[config.mk]
export PLATFORM = sky130hd
export DESIGN_NAME = fib_msgpack_encoder
export DESIGN_NICKNAME = d
export VERILOG_FILES = /design/src/rtl/msgpack_pkg.sv /design/src/rtl/fib_word_fifo.sv /design/src/rtl/fib_msgpack_encoder.sv
export SDC_FILE = /design/constraint.sdc
export NUM_CORES = 1
export LEC_CHECK = 0
export ABC_CLOCK_PERIOD_IN_PS = 10650
export CAP_MARGIN = 20
export CORE_MARGIN = 1.5
export CORE_UTILIZATION = 55
export DETAILED_ROUTE_END_ITERATION = 8
export PLACE_DENSITY = 0.76
export SYNTH_ARGS = -nofsm -noshare
export SYNTH_HDL_FRONTEND = slang
export SYNTH_SLANG_ARGS = --single-unit
[constraint.sdc]
create_clock -name clk -period 10.65 [get_ports clk]
set_clock_uncertainty 0.1 [all_clocks]
set_input_delay 2.6625 -clock clk [delete_from_list [all_inputs] [get_ports clk]]
set_output_delay 2.6625 -clock clk [all_outputs]
set_load 0.03 [all_outputs]
[src/rtl/msgpack_pkg.sv]
// Shared constants, FSM encoding and byte-length helpers for the MessagePack uint encoder.
package msgpack_pkg;

    localparam logic [7:0]  MP_UINT8      = 8'hCC;
    localparam logic [7:0]  MP_UINT16     = 8'hCD;
    localparam logic [7:0]  MP_UINT32     = 8'hCE;
    localparam logic [31:0] MP_FIXINT_MAX = 32'd127;

    typedef enum logic {
        IDLE = 1'b0,
        EMIT = 1'b1
    } enc_state_t;

    // Total encoded length in bytes, prefix included.
    function automatic logic [2:0] byte_len(input logic [31:0] v);
        if (v <= MP_FIXINT_MAX) begin
            return 3'd1;
        end else if (v[31:8] == 24'd0) begin
            return 3'd2;
        end else if (v[31:16] == 16'd0) begin
            return 3'd3;
        end else begin
            return 3'd5;
        end
    endfunction

    function automatic logic [7:0] first_byte(input logic [31:0] v);
        case (byte_len(v))
            3'd1:    return v[7:0];
            3'd2:    return MP_UINT8;
            3'd3:    return MP_UINT16;
            default: return MP_UINT32;
        endcase
    endfunction

    // Payload byte to send when 'remaining' bytes (including this one) are left.
    function automatic logic [7:0] byte_at(input logic [31:0] v, input logic [2:0] remaining);
        case (remaining)
            3'd4:    return v[31:24];
            3'd3:    return v[23:16];
            3'd2:    return v[15:8];
            default: return v[7:0];
        endcase
    endfunction

endpackage

[src/rtl/fib_word_fifo.sv]
// Synchronous word FIFO; extra pointer bit distinguishes full from empty.
module fib_word_fifo #(
    parameter int DEPTH = 4,
    parameter int WIDTH = 32
) (
    input  logic                     clk,
    input  logic                     rst,
    input  logic                     push,
    input  logic                     pop,
    input  logic [WIDTH-1:0]         wr_data,
    output logic [WIDTH-1:0]         rd_data,
    output logic                     full,
    output logic                     empty,
    output logic [$clog2(DEPTH):0]   level
);

    localparam int AW = $clog2(DEPTH);

    logic [WIDTH-1:0] mem [DEPTH];
    logic [AW:0]      wr_ptr;
    logic [AW:0]      rd_ptr;

    always_ff @(posedge clk or negedge rst) begin
        if (!rst) begin
            wr_ptr <= '0;
            rd_ptr <= '0;
        end else begin
            if (push) wr_ptr <= wr_ptr + 1'b1;
            if (pop)  rd_ptr <= rd_ptr + 1'b1;
        end
    end

    // Storage needs no reset: pointers alone define which entries are live.
    always_ff @(posedge clk) begin
        if (push) mem[wr_ptr[AW-1:0]] <= wr_data;
    end

    assign rd_data = mem[rd_ptr[AW-1:0]];
    assign empty   = (wr_ptr == rd_ptr);
    assign full    = (wr_ptr[AW] != rd_ptr[AW]) && (wr_ptr[AW-1:0] == rd_ptr[AW-1:0]);
    assign level   = wr_ptr - rd_ptr;

endmodule

[src/rtl/fib_msgpack_encoder.sv]
// Re-encodes fib result writes as minimal MessagePack uints on a valid/ready byte stream.
// Handshake: a byte transfers on a rising edge with o_valid && o_ready; while o_ready=0 the
// byte, o_last and o_valid hold steady, and o_valid never drops before its transfer.
module fib_msgpack_encoder
    import msgpack_pkg::*;
#(
    parameter int          FIFO_DEPTH  = 4,
    parameter logic [31:0] RESULT_ADDR = 32'h0,
    parameter bit          ADDR_FILTER = 1'b1
) (
    input  logic                        clk,
    input  logic                        rst,
    input  logic [31:0]                 addr_i,
    input  logic                        write_en_i,
    input  logic [31:0]                 data_i,
    output logic [7:0]                  o_data,
    output logic                        o_valid,
    input  logic                        o_ready,
    output logic                        o_last,
    output logic                        overflow_o,
    output logic [$clog2(FIFO_DEPTH):0] level_o,
    output logic                        state_o
);

    enc_state_t  state;
    enc_state_t  state_nxt;
    logic [31:0] hold;
    logic [31:0] hold_nxt;
    logic [2:0]  count;
    logic [2:0]  count_nxt;
    logic [7:0]  data_nxt;
    logic        valid_nxt;
    logic        last_nxt;

    logic        accept;
    logic        handshake;
    logic        load_word;
    logic        fifo_push;
    logic        fifo_full;
    logic        fifo_empty;
    logic [31:0] fifo_rd_data;

    assign accept    = write_en_i && (!ADDR_FILTER || (addr_i == RESULT_ADDR));
    assign handshake = o_valid && o_ready;
    // A new word is taken when idle, or right as the final byte of the current word leaves.
    assign load_word = !fifo_empty &&
                       ((state == IDLE) || ((state == EMIT) && handshake && o_last));
    assign fifo_push = accept && (!fifo_full || load_word);
    assign state_o   = (state == EMIT);

    fib_word_fifo #(
        .DEPTH (FIFO_DEPTH),
        .WIDTH (32)
    ) u_fifo (
        .clk     (clk),
        .rst     (rst),
        .push    (fifo_push),
        .pop     (load_word),
        .wr_data (data_i),
        .rd_data (fifo_rd_data),
        .full    (fifo_full),
        .empty   (fifo_empty),
        .level   (level_o)
    );

    always_ff @(posedge clk or negedge rst) begin
        if (!rst) state <= IDLE;
        else      state <= state_nxt;
    end

    always_comb begin
        state_nxt = state;
        case (state)
            IDLE:    if (!fifo_empty) state_nxt = EMIT;
            EMIT:    if (handshake && o_last && fifo_empty) state_nxt = IDLE;
            default: state_nxt = IDLE;
        endcase
    end

    always_comb begin
        hold_nxt  = hold;
        count_nxt = count;
        data_nxt  = o_data;
        valid_nxt = o_valid;
        last_nxt  = o_last;
        if (load_word) begin
            hold_nxt  = fifo_rd_data;
            count_nxt = byte_len(fifo_rd_data);
            data_nxt  = first_byte(fifo_rd_data);
            valid_nxt = 1'b1;
            last_nxt  = (byte_len(fifo_rd_data) == 3'd1);
        end else if ((state == EMIT) && handshake) begin
            if (o_last) begin
                valid_nxt = 1'b0;
                last_nxt  = 1'b0;
            end else begin
                count_nxt = count - 3'd1;
                data_nxt  = byte_at(hold, count - 3'd1);
                last_nxt  = (count == 3'd2);
            end
        end
    end

    always_ff @(posedge clk or negedge rst) begin
        if (!rst) begin
            hold       <= '0;
            count      <= '0;
            o_data     <= '0;
            o_valid    <= 1'b0;
            o_last     <= 1'b0;
            overflow_o <= 1'b0;
        end else begin
            hold    <= hold_nxt;
            count   <= count_nxt;
            o_data  <= data_nxt;
            o_valid <= valid_nxt;
            o_last  <= last_nxt;
            if (accept && fifo_full && !load_word) overflow_o <= 1'b1;
        end
    end

endmodule

==> results.md, run 1 <==
* WL final at 14200 µm
* Flops & latches, synth at 181
* Sequential area share after synthesis at 0.704
* Clock network power share at 0.278
* Share of cells above drive strength 1 at 0.208
* HP Class: reg2reg
* Sequential power share at 0.431
* Status: finished clean
* Post-Synth XOR/XNOR Area at 0.00834
* Die width at 119 µm
* Max cap viols at 0
* Fin. Hold Viols at 0
* Vias per cell at 5.86
* Post-CTS Setup Repair Bufs at 0
* Num CTS Buffers at 17
* Num rows at 42
* Post-CTS resize count at 0
* Post-route DRC at 0
* CTS Hold Buffers Added at 0
* PD cells at 235 nW/µm²
* Comb pwr share at 0.291
* H-tree depth at 4
* CP Data Required Time at 10630 ps
* Int Pwr at 1.48 mW
* Cells after synthesis at 398
* First-pass GRT wire length at 22700 µm
* Unrepaired setup endpoints after global routing: no
* Setup TNS at 0 ps
* CP startpoint kind: primary input
* Sw power at 0.612 mW
* Slew @ Worst Pin at 979 ps
* Largest family of logic cells by synthesized area: multiplexers
* Vias at 3982
* # IOs at 83
* Port Buffers at 82
* Largest net degree at the start of global routing at 54
* GPL Wtd Cong at 0.843
* Post-route ant nets at 0
* Crit share post-route at 0.501
* Worst Path Arrival at 5310 ps
* Switching Share at 0.292
* Initial Util at 0.559
* Setup Viol. Count Final at 0
* Worst-path clk slew at 60 ps
* Fill cell count at 880
* Vias in the first global route at 4219
* Cell variety after synth at 48
* Worst setup EP type: flip-flop
* Die Ht at 119 µm
* Setup Crit Path Kind: in2reg
* Top_reg_cell synth: edfxtp_1
* Crit path max-delay cell type: nor4_2
* Mux cell area share after synthesis at 0.153
* Relative slew margins at 0.342
* Yosys top cell area share at 0.523
* Pre-CTS WS at 4870 ps
* Leak Pwr at 3.17 nW
* Asr flop ratio synth at 0.293
* Critical path, cell by cell: clkdlybuf4s50_1 > nor4_1 > nand4_1 > nor4_2 > and2_1 > buf_4
* Layout area overhead at 21.3%
* # nets final at 572
* Placed instance area at 8360 µm²
* Crit path max fanout at 22
* Fin crit period at 5330 ps
* Clk root buf: clkbuf_16
* DR pass1 iterations at 5
* Simple-gate portion of the synthesized area at 0.0516
* Routed len/inst at 20.8 µm
* Synth Area in Adders at 0.0232
* N_diodes at 0
* Yosys top cell by area: edfxtp_1
* Clock sinks at 181
* Post-route cell area at 8920 µm²
* Count leader, synth: edfxtp_1
* Clock Latency Late Sink at 420 ps
* GRT Resource Usage Total at 0.218
* Syn Area/Cell at 18.5 µm²
* Worst vdd ir at 0.135 mV
* CP peak stage delay at 660 ps
* Synth top cells by count: edfxtp_1 (128), dfrtp_1 (53), mux2_2 (32), mux4_2 (24), nand2_1 (17)
* Final core occ at 0.679
* DP HPWL at 9190 µm
* Ys Warns at 0
* Clock buffer depth at 2
* Largest cells by area after synthesis: edfxtp_1 (52%), dfrtp_1 (18%), mux4_2 (7.4%)
* Starting DRT DRC Count at 328
* Core ar. at 13100 µm²
* GRT overflow at 0
* Post-synthesis cell area at 7350 µm²
* Post-Syn Nets at 479
* Final max-slew violation count at 0
* Die area at 14100 µm²
* Power, Total at 2.09 mW
* Final setup margin at 5320 ps
* Post-synthesis compound-gate area fraction at 0.0441
* Antenna violations before repair at 0
* Post-synth EDFFs at 128
* Achievable frequency at 0.188 GHz
* CTS tree: done
-- cell families (layout without fill, tap and decap cells) --
group | Yosys count | count (layout)
muxes | 65 | 65
xor gates and xnor gates | 7 | 7
buffers and inverters | 25 | 131
and+or+nand+nor | 64 | 64
DFF | 181 | 181
AOI/OAI and AO/OA | 43 | 43
adders and majority gates | 13 | 13
-- registers in the layout, indices dropped and copies added (netlist names) --
register       cells
o_valid            1
o_data             8
u_fifo.mem       128
u_fifo.wr_ptr      3
o_last             1
state_o            1
count              3
u_fifo.rd_ptr      3
overflow_o         1
hold              32
-- path summary, 6_finish.rpt --
check | startpoint | to | depth (start not counted) | slack [ps]
setup / recovery | addr_i[0] | u_fifo.mem[1][14] | 6 | 5320
hold / removal | u_fifo.wr_ptr[2] | u_fifo.wr_ptr[2] | 1 | 390
setup reg to reg | u_fifo.rd_ptr[1] | u_fifo.mem[1][14] | 8 | 6760
hold reg to reg | u_fifo.wr_ptr[2] | u_fifo.wr_ptr[2] | 1 | 390
max in group asynchronous | rst | u_fifo.rd_ptr[0] | 2 | 7690
min in group asynchronous | rst | o_last | 2 | 2260
-- critical path, delay by kind of cell --
family	cells	cell delay, ps
buf+inv	2	860
simple gates	4	1780
-- per-stage QoR --
| stage | hold slack, ps | instances |
|---|---|---|
| 2_1_floorplan | 362 | 398 |
| 3_3_place_gp | 367 | 647 |
| 3_5_place_dp | 384 | 647 |
| 4_1_cts | 392 | 679 |
| 5_1_grt | 415 | 680 |
| 6_report | 393 | 680 |
-- metal layers --
metal / share of wire / track usage
met5: 0 / 0
met4: 0.026 / 0.0881
met3: 0.065 / 0.0627
met2: 0.50 / 0.359
met1: 0.40 / 0.274
-- cell type report --
| cell class | count | area [µm²] | share of cell area |
|---|---|---|---|
| repair buffers | 91 | 883 | 0.0991 |
| inverters | 8 | 30.0 | 0.00337 |
| multi-input cells | 192 | 2060 | 0.231 |
| well taps | 176 | 220 | 0.0247 |
| flip-flops and latches | 181 | 5170 | 0.580 |
| clock inverters | 11 | 110 | 0.0123 |
| clock buffers | 21 | 440 | 0.0494 |
-- power by group through the flow --
stage	logic (mW)	clock network, mW	registers [mW]
2_1_floorplan	0.412	0	0.927
3_3_place_gp	0.593	0	0.911
3_5_place_dp	0.607	0	0.916
4_1_cts	0.611	0.594	0.902
5_1_grt	0.658	0.621	0.912
6_report	0.608	0.582	0.902
-- placed cells by master, fill, tap and decap left out, drive strengths merged, types with 6 or more instances in the layout --
cell type and instances:
mux4 32, nand2 17, and2 7, ha 12
nor4 13, dfrtp 53, a21oi 8, mux2 32
buf 10, nor2 6, o21ai 8, clkdlybuf4s50 81
clkbuf 21, inv 8, edfxtp 128
(Power assumes the default switching activity.)
==> inputs of run 2 (changes only) <==
--- a/config.mk
+++ b/config.mk
@@ -5,12 +5,12 @@
 export SDC_FILE = /design/constraint.sdc
 export NUM_CORES = 1
 export LEC_CHECK = 0
-export ABC_CLOCK_PERIOD_IN_PS = 10650
+export ABC_CLOCK_PERIOD_IN_PS = 4500
 export CAP_MARGIN = 20
 export CORE_MARGIN = 1.5
-export CORE_UTILIZATION = 55
+export CORE_UTILIZATION = 50
 export DETAILED_ROUTE_END_ITERATION = 8
-export PLACE_DENSITY = 0.76
+export PLACE_DENSITY = 0.73
 export SYNTH_ARGS = -nofsm -noshare
 export SYNTH_HDL_FRONTEND = slang
 export SYNTH_SLANG_ARGS = --single-unit
==> constraint.sdc (replaced) <==
create_clock -name clk -period 4.5 [get_ports clk]
set_clock_uncertainty 0.1 [all_clocks]
set_input_delay 1.125 -clock clk [delete_from_list [all_inputs] [get_ports clk]]
set_output_delay 1.125 -clock clk [all_outputs]
set_load 0.03 [all_outputs]
==> run 2 against run 1 <==
Net effect:
- final area grew 0.28%
- first-iteration DRC count shrank 18%
- die area grew 9.7%
- via count shrank 2.4%
- clock power grew 140%
- utilization shrank 5.9 points
- sequential share of layout area shrank 0.16 points
- routed wire length shrank 3.2%
- critical path type is now reg2out
==> results.md, run 2 (synthesis results as in run 1) <==
* Final max-slew violation count at 0 (unchanged)
* Levels on crit path at 5 (-1)
* Fin crit period at 3550 ps
* Final core occ at 0.620 (-0.0588)
* Vias per cell at 5.65 (-3.5%)
* WL final at 13700 µm (-3.2%)
* Pre-CTS WS at 714 ps (-4150 ps)
* Clock network power share at 0.279 (about the same)
* Die Ht at 124 µm (+4.8%)
* Largest register FFs at 128 (unchanged)
* Reg2reg setup slack at 1530 ps (-5230 ps)
* Port Buffers at 82 (unchanged)
* Layout area overhead at 21.7%
* Post-route DRC at 0 (unchanged)
* H-tree depth at 4 (unchanged)
* Crit path max fanout at 4 (-82%)
* Int Pwr at 3.50 mW (+140%)
* CP peak stage delay at 690 ps (+30 ps)
* HP Class: reg2reg
* Reg2reg path depth at 6 (-2)
* Post-CTS Setup Repair Bufs at 0 (unchanged)
* Cell total after placement at 657 (+1.5%)
* Die width at 124 µm (+4.8%)
* Status: finished clean
* Largest net degree at the start of global routing at 35 (-35%)
* GRT Resource Usage Total at 0.191 (-0.0265)
* Starting DRT DRC Count at 270 (-18%)
* Clock Latency Late Sink at 420 ps (about the same)
* Worst vdd ir at 0.350 mV (+160%)
* Critical path, cell by cell: inv_1 > ha_1 > fa_1 > xnor2_1 > clkdlybuf4s50_1
* Sequential power share at 0.432 (about the same)
* Crit path max-delay cell type: clkdlybuf4s50_1
* Leak Pwr at 3.18 nW (+0.49%)
* Comb pwr share at 0.289 (-0.002)
* CP delay by family, top: buffers and inverters
* DR pass1 iterations at 4 (-1)
* Routed len/inst at 19.9 µm (-4.3%)
* Worst setup EP type: output port
* # nets final at 573 (+0.17%)
* Setup TNS at 0 ps (unchanged)
* DP HPWL at 8850 µm (-3.7%)
* CTS Hold Buffers Added at 0 (unchanged)
* Initial Util at 0.509 (-0.0499)
* Die area at 15400 µm² (+9.7%)
* GRT overflow at 0 (unchanged)
* Antenna violations before repair at 0 (unchanged)
* # IOs at 83 (unchanged)
* Worst path bufs/invs at 2 (unchanged)
* Max cap viols at 0 (unchanged)
* First-pass GRT wire length at 22300 µm (-1.8%)
* CP Data Required Time at 3270 ps (-7360 ps)
* CTS tree: done
* Crit share post-route at 0.790
* Clk root buf: clkbuf_16
* Hold Crit Depth at 1 (unchanged)
* Final setup margin at 946 ps (-4370 ps)
* Vias in the first global route at 4086 (-3.2%)
* Most frequent cells in the layout: edfxtp_1 (128), clkdlybuf4s50_1 (81), dfrtp_1 (52)
* Clock sinks at 181 (unchanged)
* Fin. Hold Viols at 0 (unchanged)
* CP startpoint kind: flip-flop
* Num rows at 44 (+4.8%)
* Slew @ Worst Pin at 1000 ps (+22.5 ps)
* Vias at 3887 (-2.4%)
* Most common cell after layout, fill and taps aside: edfxtp_1
* Final std cells w/o fill at 688 (+1.2%)
* Setup Viol. Count Final at 0 (unchanged)
* N_diodes at 0 (unchanged)
* GPL Wtd Cong at 0.816 (-3.2%)
* Achievable frequency at 0.281 GHz
* Clock buffer depth at 2 (unchanged)
* Core ar. at 14400 µm² (+9.8%)
* Relative slew margins at 0.327 (-0.0151)
* Switching Share at 0.292 (about the same)
* Unrepaired setup endpoints after global routing: no
* Setup Crit Path Kind: reg2out
* Worst Path Arrival at 2330 ps (-2980 ps)
* PD cells at 553 nW/µm² (+140%)
* Post-route ant nets at 0 (unchanged)
* Worst-path clk slew at 60 ps (about the same)
* Share of cells above drive strength 1 at 0.210 (+0.00198)
* Post-CTS resize count at 0 (unchanged)
* Power, Total at 4.95 mW (+140%)
* Num CTS Buffers at 17 (unchanged)
* Sw power at 1.45 mW (+140%)
-- run 2: cell count changes in the layout (fill, tap and decap cells not counted) --
cell / delta
clkinv_2: +1
clkinvlp_4: -2
clkinv_4: +1
buf_12: +1
clkbuf_1: -3
clkinv_1: +2
-- run 2: per-layer routing --
metal	vias up	global-route usage	wire [µm]
met1	1954	0.260	5980
met4	0	0.0818	192
li1	1792	-	-
met5	-	0	0
met2	127	0.298	6710
met3	14	0.0461	840
-- run 2: power by group through the flow --
stage,logic (mW),registers (mW),clock network [mW]
2_1_floorplan,0.975,2.19,0
3_3_place_gp,1.42,2.16,0
3_5_place_dp,1.44,2.17,0
4_1_cts,1.45,2.14,1.40
5_1_grt,1.56,2.16,1.47
6_report,1.43,2.13,1.38
-- run 2: worst paths after layout --
| path | startpoint | to |
|---|---|---|
| setup / recovery | u_fifo.wr_ptr[0] | level_o[2] |
| hold / removal | overflow_o | overflow_o |
| min in group asynchronous | rst | o_valid |
| setup reg to reg | u_fifo.rd_ptr[0] | count[2] |
| hold reg to reg | overflow_o | overflow_o |
| max in group asynchronous | rst | count[1] |
-- run 2: area by class of cell --
| type | count | area, µm² |
|---|---|---|
| fillers | 1051 | 5480 |
| flip-flops and latches | 181 | 5170 |
| multi-input cells | 192 | 2060 |
| repair buffers | 92 | 903 |
| clock buffers | 18 | 429 |
| well taps | 184 | 230 |
| clock inverters | 13 | 116 |
| inverters | 8 | 30.0 |
-- run 2: worst register-to-register path, stage by stage, from the launching register on --
cell and delay, ps:
dfrtp_2 360, buf_4 540, mux4_2 640, a221oi_1 420, nand4_2 330, nor2_1 320, o21ai_0 130
-- run 2: metrics by stage --
step           hold WS (ps)  area (µm²)
2_1_floorplan           362        7350
3_3_place_gp            340        8400
6_report                362        8940
5_1_grt                 392        8940
3_5_place_dp            350        8400
4_1_cts                 364        8940
